## config.mk

```make
export PLATFORM = sky130hd
export DESIGN_NAME = fetch_unit
export DESIGN_NICKNAME = d
export VERILOG_FILES = /design/src/rtl/fetch_unit.sv
export SDC_FILE = /design/constraint.sdc
export NUM_CORES = 1
export LEC_CHECK = 0
export BUFFER_PORTS_ARGS = -buffer_cell sky130_fd_sc_hd__clkbuf_2
export CORE_MARGIN = 5
export CORE_UTILIZATION = 47
export CTS_CLUSTER_SIZE = 12
export DETAILED_ROUTE_END_ITERATION = 6
export GPL_TIMING_DRIVEN = 0
export PLACE_DENSITY = 0.88
export SYNTH_ARGS = -nofsm -noshare
export SYNTH_HDL_FRONTEND = slang
export SYNTH_SLANG_ARGS = --single-unit
```

## constraint.sdc

```tcl
create_clock -name clk -period 4.2 [get_ports clk]
set_input_delay 0.21 -clock clk [delete_from_list [all_inputs] [get_ports clk]]
set_output_delay 0.21 -clock clk [all_outputs]
set_load 0.01 [all_outputs]
```

## src/rtl/fetch_unit.sv

```systemverilog
// PC register and instruction fetch FSM for the 16-bit multicycle datapath.
// Optional fetch watchdog is enabled by defining FETCH_TIMEOUT_EN.
module fetch_unit #(
  parameter int unsigned          WIDTH          = 16,
  parameter logic [WIDTH-1:0]     RESET_PC       = '0,
  parameter int unsigned          TIMEOUT_CYCLES = 15
) (
  input  logic             clk,
  input  logic             reset,
  input  logic [WIDTH-1:0] next_pc,
  input  logic [WIDTH-1:0] rlink_in,
  input  logic             jal_en,
  input  logic             pc_update,
  input  logic             stall,
  input  logic [WIDTH-1:0] mem_rdata,
  input  logic             mem_ready,
  output logic [WIDTH-1:0] pc,
  output logic [WIDTH-1:0] mem_addr,
  output logic             mem_rd_en,
  output logic [WIDTH-1:0] instr,
  output logic             instr_valid,
  output logic [WIDTH-1:0] rlink,
  output logic             fetch_err
);

  typedef enum logic [1:0] {
    S_IDLE = 2'd0,
    S_REQ  = 2'd1,
    S_WAIT = 2'd2,
    S_HOLD = 2'd3
  } state_e;

  state_e           state_q;
  logic [WIDTH-1:0] pc_q;
  logic [WIDTH-1:0] instr_q;
  logic             valid_q;
  logic [WIDTH-1:0] rlink_q;

`ifdef FETCH_TIMEOUT_EN
  localparam int unsigned CW = (TIMEOUT_CYCLES > 1) ? $clog2(TIMEOUT_CYCLES) : 1;
  localparam logic [CW-1:0] LIMIT = CW'(TIMEOUT_CYCLES - 1);

  logic          err_q;
  logic [CW-1:0] cnt_q;

  assign fetch_err = err_q;
`else
  assign fetch_err = 1'b0;
`endif

  always_ff @(posedge clk) begin
    if (reset) begin
      state_q <= S_IDLE;
      pc_q    <= RESET_PC;
      instr_q <= '0;
      valid_q <= 1'b0;
      rlink_q <= '0;
`ifdef FETCH_TIMEOUT_EN
      err_q   <= 1'b0;
      cnt_q   <= '0;
`endif
    end else begin
`ifdef FETCH_TIMEOUT_EN
      err_q <= 1'b0;
`endif
      case (state_q)
        S_IDLE: state_q <= S_REQ;
        S_REQ: begin
`ifdef FETCH_TIMEOUT_EN
          // WAIT is only reachable through REQ, so clearing here equals clearing on entry.
          cnt_q <= '0;
`endif
          if (mem_ready) begin
            instr_q <= mem_rdata;
            valid_q <= 1'b1;
            state_q <= S_HOLD;
          end else begin
            state_q <= S_WAIT;
          end
        end
        S_WAIT: begin
          if (mem_ready) begin
            instr_q <= mem_rdata;
            valid_q <= 1'b1;
            state_q <= S_HOLD;
          end
`ifdef FETCH_TIMEOUT_EN
          else if (cnt_q == LIMIT) begin
            err_q   <= 1'b1;
            cnt_q   <= '0;
            state_q <= S_REQ;
          end else begin
            cnt_q <= cnt_q + CW'(1);
          end
`endif
        end
        S_HOLD: begin
          if (pc_update && !stall) begin
            pc_q    <= next_pc;
            valid_q <= 1'b0;
            state_q <= S_REQ;
            if (jal_en) begin
              rlink_q <= rlink_in;
            end
          end
        end
        default: state_q <= S_IDLE;
      endcase
    end
  end

  assign pc          = pc_q;
  assign mem_addr    = pc_q;
  assign mem_rd_en   = (state_q == S_REQ) || (state_q == S_WAIT);
  assign instr       = instr_q;
  assign instr_valid = valid_q;
  assign rlink       = rlink_q;

endmodule

```

# [Word level (Yosys, flattened, before mapping)]
# Index checks and enable logic that the tools add are counted.
# Widths: inputs -> output; s select.
[word_totals] register_bits=51 input_bits=54 output_inout_bits=67 wordCells=29
[op_classes] eq_ne=6 muxes=7 n_reduce_logical=11
[op_table] op="$pmux 2 s4" count=1
[op_table] op="$reduce_and 2->1" count=3
[op_table] op="$reduce_and 3->1" count=2
[op_table] op="$eq 2x2->1 const B" count=2
[op_table] op="$mux 2" count=2
[op_table] op="$ne 2x2->1 const B" count=2
[op_table] op="$mux 1" count=3
[op_table] op="$eq 2x1->1 const B" count=1
[op_table] op="$logic_not 2->1" count=1
[op_table] op="$ne 2x1->1 const B" count=1
[op_table] op="$pmux 1 s2" count=1
[op_table] op="$reduce_bool 2->1" count=1
[op_table] op="$reduce_or 2->1" count=1
[op_table] op="$logic_and 1x1->1" count=1
[op_table] op="$logic_not 1->1" count=1
[op_table] op="$logic_or 1x1->1" count=1

# [Longest topological paths before layout]
[depth] depth_word=4 mapped_depth=7 depth_no_buf=5

# [Worst setup path before layout]
# No wires, ideal clock.
[synth_timing] path_kind="register -> register" from="register state_q[0]" to="register valid_q, in the netlist instr_valid" setup_time_ps=74 arrival_time_ps=1444 required_time_ps=4126 setup_slack_ps=2682 stages_incl_launch_ff=7 n_path_buf=1 period_less_slack_ps=1518 path_cell_list="dfxtp_1 inv_1 ha_1 nand2b_1 buf_6 a211o_1 a31oi_1"
[synth_between] elab_chain_len=4 elab_cells_between_ends=9 classes_between="eq/ne (5); mux (1); reduce/logical (3)"
[synth_rtl] element="from (decl)" line_no="33" rtl="state_e state_q;"
[synth_rtl] element="from (signal assigned)" line_no="53" rtl="state_q <= S_IDLE;"
[synth_rtl] element="from (signal assigned)" line_no="67" rtl="S_IDLE: state_q <= S_REQ;"
[synth_rtl] element="from (signal assigned)" line_no="76" rtl="state_q <= S_HOLD;"
[synth_rtl] element="$eq 2x1->1 / $eq 2x2->1 (equally long branches)" line_no="66" rtl="case (state_q)"
[synth_rtl] element="$reduce_or 2->1 (no line)"
[synth_rtl] element="$ne 2x1->1 (no line) / $reduce_bool 2->1 (equally long branches)"
[synth_rtl] element="$reduce_and 3->1 (no line)"
[synth_rtl] element="to (signal assigned)" line_no="56" rtl="valid_q <= 1'b0;"
[synth_rtl] element="to (signal assigned)" line_no="75" rtl="valid_q <= 1'b1;"
[synth_rtl] element="to (signal assigned)" line_no="84" rtl="valid_q <= 1'b1;"
[synth_rtl] element="to (decl)" line_no="36" rtl="logic valid_q;"
# Parallel ways exist; a longest one is shown, timed or not.
# A chain may end at the register's enable or synchronous reset.

# [Worst setup path after layout]
[layout_timing] from="register state_q[0]" to="register instr_q[3], in the netlist instr[3]"
[layout_between] elab_chain_len=3 elab_cells_between_ends=4 classes_between="eq/ne (2); reduce/logical (2)"
[layout_rtl] element="$eq 2x1->1 / $eq 2x2->1 (equally long branches)" line_no="66"
[layout_rtl] element="$reduce_or 2->1 (no line) *"
[layout_rtl] element="$reduce_and 2->1 (no line) *"
[layout_rtl] element="to (signal assigned)" line_no="74" rtl="instr_q <= mem_rdata;"
[layout_rtl] element="to (signal assigned)" line_no="83" rtl="instr_q <= mem_rdata;"
[layout_rtl] element="to (decl)" line_no="35" rtl="logic [WIDTH-1:0] instr_q;"
# Mark *: on every way between the ends. The rest lies on a longest branch, timed or not.

==> results.md <==
- Worst setup margin: 2.53 ns
- Die height: roughly 77 um
- CP Max Fanout: 10
- Clock root cell: clkbuf_8
- Cts bufs inserted: 5
- Gpl congestion: roughly 0.8
- Syn avg cell area: roughly 8 um^2
- Most frequent cells in the layout: 119 x clkbuf_2, 96 x nand2_1, 51 x dfxtp_1
- CTS tree: yes
- Sink Count: a little over 50
- Max_cap viols: 0
- Slowest CP cell: dfxtp_1
- Top Ports: 121
- Number of synthesized register bits: 51
- Met3 Usage GRT: ~6.1%
- Min Tclk post-route: around 1.7 ns
- Final setup fails: 0
- Die Wd: between 70 and 80 um
- Cell Area, Synth: approximately 0.0021 mm^2
- Reg area: between 0.001 and 0.0015 mm^2
- Clock Pin Slew Worst Setup and Hold Paths: around 0.090 ns
- GRT Overall Usage: about 18%
- Post-CTS Repair Setup Buffers: 0
- Largest net degree at the start of global routing: 17
- Startpoint types: flop
- LEAKAGE: 1.39 nW
- Mapped Nets: between 300 and 400
- Layout Skew: approximately 0.008 ns
- Antenna Cells: 0
- Final period util: approximately two fifths
- Classification of the worst setup path: reg2reg
- PortBufs: 118
- Core area: about 0.0043 mm^2
- Worst Path Required: 4.42 ns
- Sequential fraction of the synthesis area: between 40% and 50%
- Number of fill cells: around 370
- DRC viols: 0
- Total gr overflow: 0
- Hold Path Class: in2reg
- Vias in the first global route: about 2000
- Max incr delay on CP: ~0.40 ns
- RSZ-0062 raised after global routing: false
- DR pass1 iterations: 4
- Crit path buf inv count: 3
- Final Hold Fails: 0
- Initial core utilization: about half
- First-pass GRT wire length: 8730 um
- Row Count: 24
- Share of layout cells above drive strength 1: between 40% and 50%
- CP endpoint kind: flop
- CTS Buffer Depth: 2
- Setup slack after placement: roughly 2.5 ns
- Busiest grt layer: met2
- Hold buffer count at cts: 0
- Detailed-route wire length per cell: about 12 um
- Synth-to-Final Area Change: 37.2%
- Fin. max-slew vios: 0
- Initial antenna violation count: 0
- Grt met2 use: between 30% and 40%
- Met1 usage: between 10% and 20%
- Power Dens Cells: roughly 450 mW/mm^2
- DR vias: between 2000 and 2500
- Maximum level of the CTS H-tree: 2
- CP delay by family, top: buffers and inverters
- Multi-input gate area: 817 um^2
- Worst path arrival time: roughly 1.9 ns
- Distinct cells, synth: 25
- DRT iter0 DRCs: 50
- Hpwl dp: roughly 4200 um
- Status: finished clean
- DR vias/cell: ~4.7
- Commonest non-fill, non-tap cell in the layout: clkbuf_2
- Highest clock rate: 0.600 GHz
- Routed Antenna Nets: 0
- Mapped Cells: 260
- Worst-Skew Late Latency: 0.29 ns
- Worst VDD drop: 0.408 mV
- Final nets: around 440
- Total Wirelength: between 5000 and 6000 um
- Setup TNS: 0 ns
- Ys Warns: 0
- Die area: 0.00588 mm^2
- Cell Chain, Critical Path: inv_1, ha_1, and2b_1, clkbuf_2, buf_4, nand2_1, a21oi_1
- CTS resizes: 0
-- registers in the layout (all words and copies together), names as in the netlist --
name,flops
rlink,16
instr,16
mem_addr,16
instr_valid,1
state_q,2
-- cells by family (layout without fill, tap and decap cells) --
family	after synthesis	in the layout	share of synthesized area (%)
other	1	1	0.179
buffers and inverters	38	164	12.0
flip-flops	51	51	48.9
adder cells (fa/ha/maj)	5	5	2.99
AO/OA/AOI/OAI	53	53	13.1
AND/OR/NAND/NOR	110	110	21.8
multiplexers	2	2	1.08
-- power by group --
group          internal [mW]  leakage, nW  total [mW]  switching [mW]
clock                  0.196       0.0618       0.352           0.156
sequential             0.537        0.413       0.572          0.0349
combinational          0.167        0.918       0.366           0.199
total                  0.900         1.39        1.29           0.390
-- per-layer routing --
layer | vias to the layer above | share of wire, %
met5 | - | 0
met2 | 65 | 52
met3 | 6 | 7.1
met1 | 918 | 39
met4 | 0 | 1.6
li1 | 1061 | -
-- cell usage after synthesis --
| cell | count | area [um^2] |
|---|---|---|
| dfxtp_1 | 51 | 1020 |
| buf_2 | 5 | 25.0 |
| clkbuf_2 | 1 | 5.00 |
| a211o_1 | 1 | 8.76 |
| o21ai_0 | 1 | 5.00 |
| buf_4 | 21 | 158 |
| nor2_1 | 5 | 18.8 |
| conb_1 | 1 | 3.75 |
| ha_1 | 5 | 62.6 |
| and4b_1 | 1 | 10.0 |
| nand3_1 | 1 | 5.00 |
| nand2b_1 | 2 | 12.5 |
| nand3b_2 | 1 | 11.3 |
| nand4b_2 | 1 | 15.0 |
| nand2_1 | 96 | 360 |
| and2b_1 | 1 | 7.51 |
| mux2_2 | 2 | 22.5 |
| a31oi_1 | 1 | 6.26 |
| a211oi_1 | 1 | 7.51 |
| and3b_1 | 1 | 8.76 |
| clkbuf_1 | 4 | 15.0 |
| nor2b_1 | 1 | 6.26 |
| buf_6 | 3 | 33.8 |
| inv_1 | 4 | 15.0 |
| a21oi_1 | 49 | 245 |
-- worst register-to-register path, delay by kind of cell, from the launching register on --
kind                     cells  cell delay (ns)
buffers and inverters        3             0.46
flip-flops                   1             0.40
adder cells (fa/ha/maj)      1             0.36
AND/OR/NAND/NOR              2             0.27
AO/OA/AOI/OAI                1             0.12
-- per-stage QoR --
| step | area, um^2 | total power [mW] | util (%) | instances | hold slack (ns) |
|---|---|---|---|---|---|
| after global routing | 2870 | 1.39 | 66.3 | 438 | 0.109 |
| final | 2870 | 1.29 | 66.3 | 438 | 0.123 |
| after global placement | 2750 | 0.943 | 63.5 | 430 | 0.434 |
| after floorplan | 2090 | 0.825 | - | 260 | 0.346 |
| after detailed placement | 2750 | 0.955 | 63.5 | 430 | 0.439 |
| after CTS | 2870 | 1.31 | 66.3 | 438 | 0.116 |
-- worst paths after layout --
check                           depth (start not counted)               startpoint                      to  slack, ns
worst max-delay path                                    7  state_q[0]$_SDFFE_PP0P_   instr[3]$_SDFFE_PP0P_       2.53
worst min-delay path                                    3              rlink_in[2]   rlink[2]$_SDFFE_PP0P_       0.12
worst max register to register                          7  state_q[0]$_SDFFE_PP0P_   instr[3]$_SDFFE_PP0P_       2.53
worst min register to register                          2   instr[12]$_SDFFE_PP0P_  instr[12]$_SDFFE_PP0P_       0.46
-- cell type report --
class / instances / share of cell area (%)
plain buffers: 34 / 8.25
clock buffers: 6 / 2.88
clock inverters: 2 / 1.35
inverters: 4 / 0.524
multi-input cells: 171 / 28.5
flip-flops and latches: 51 / 35.6
well taps: 52 / 2.27
repair buffers: 118 / 20.6
Note: power is estimated with default switching activity, not from simulation.
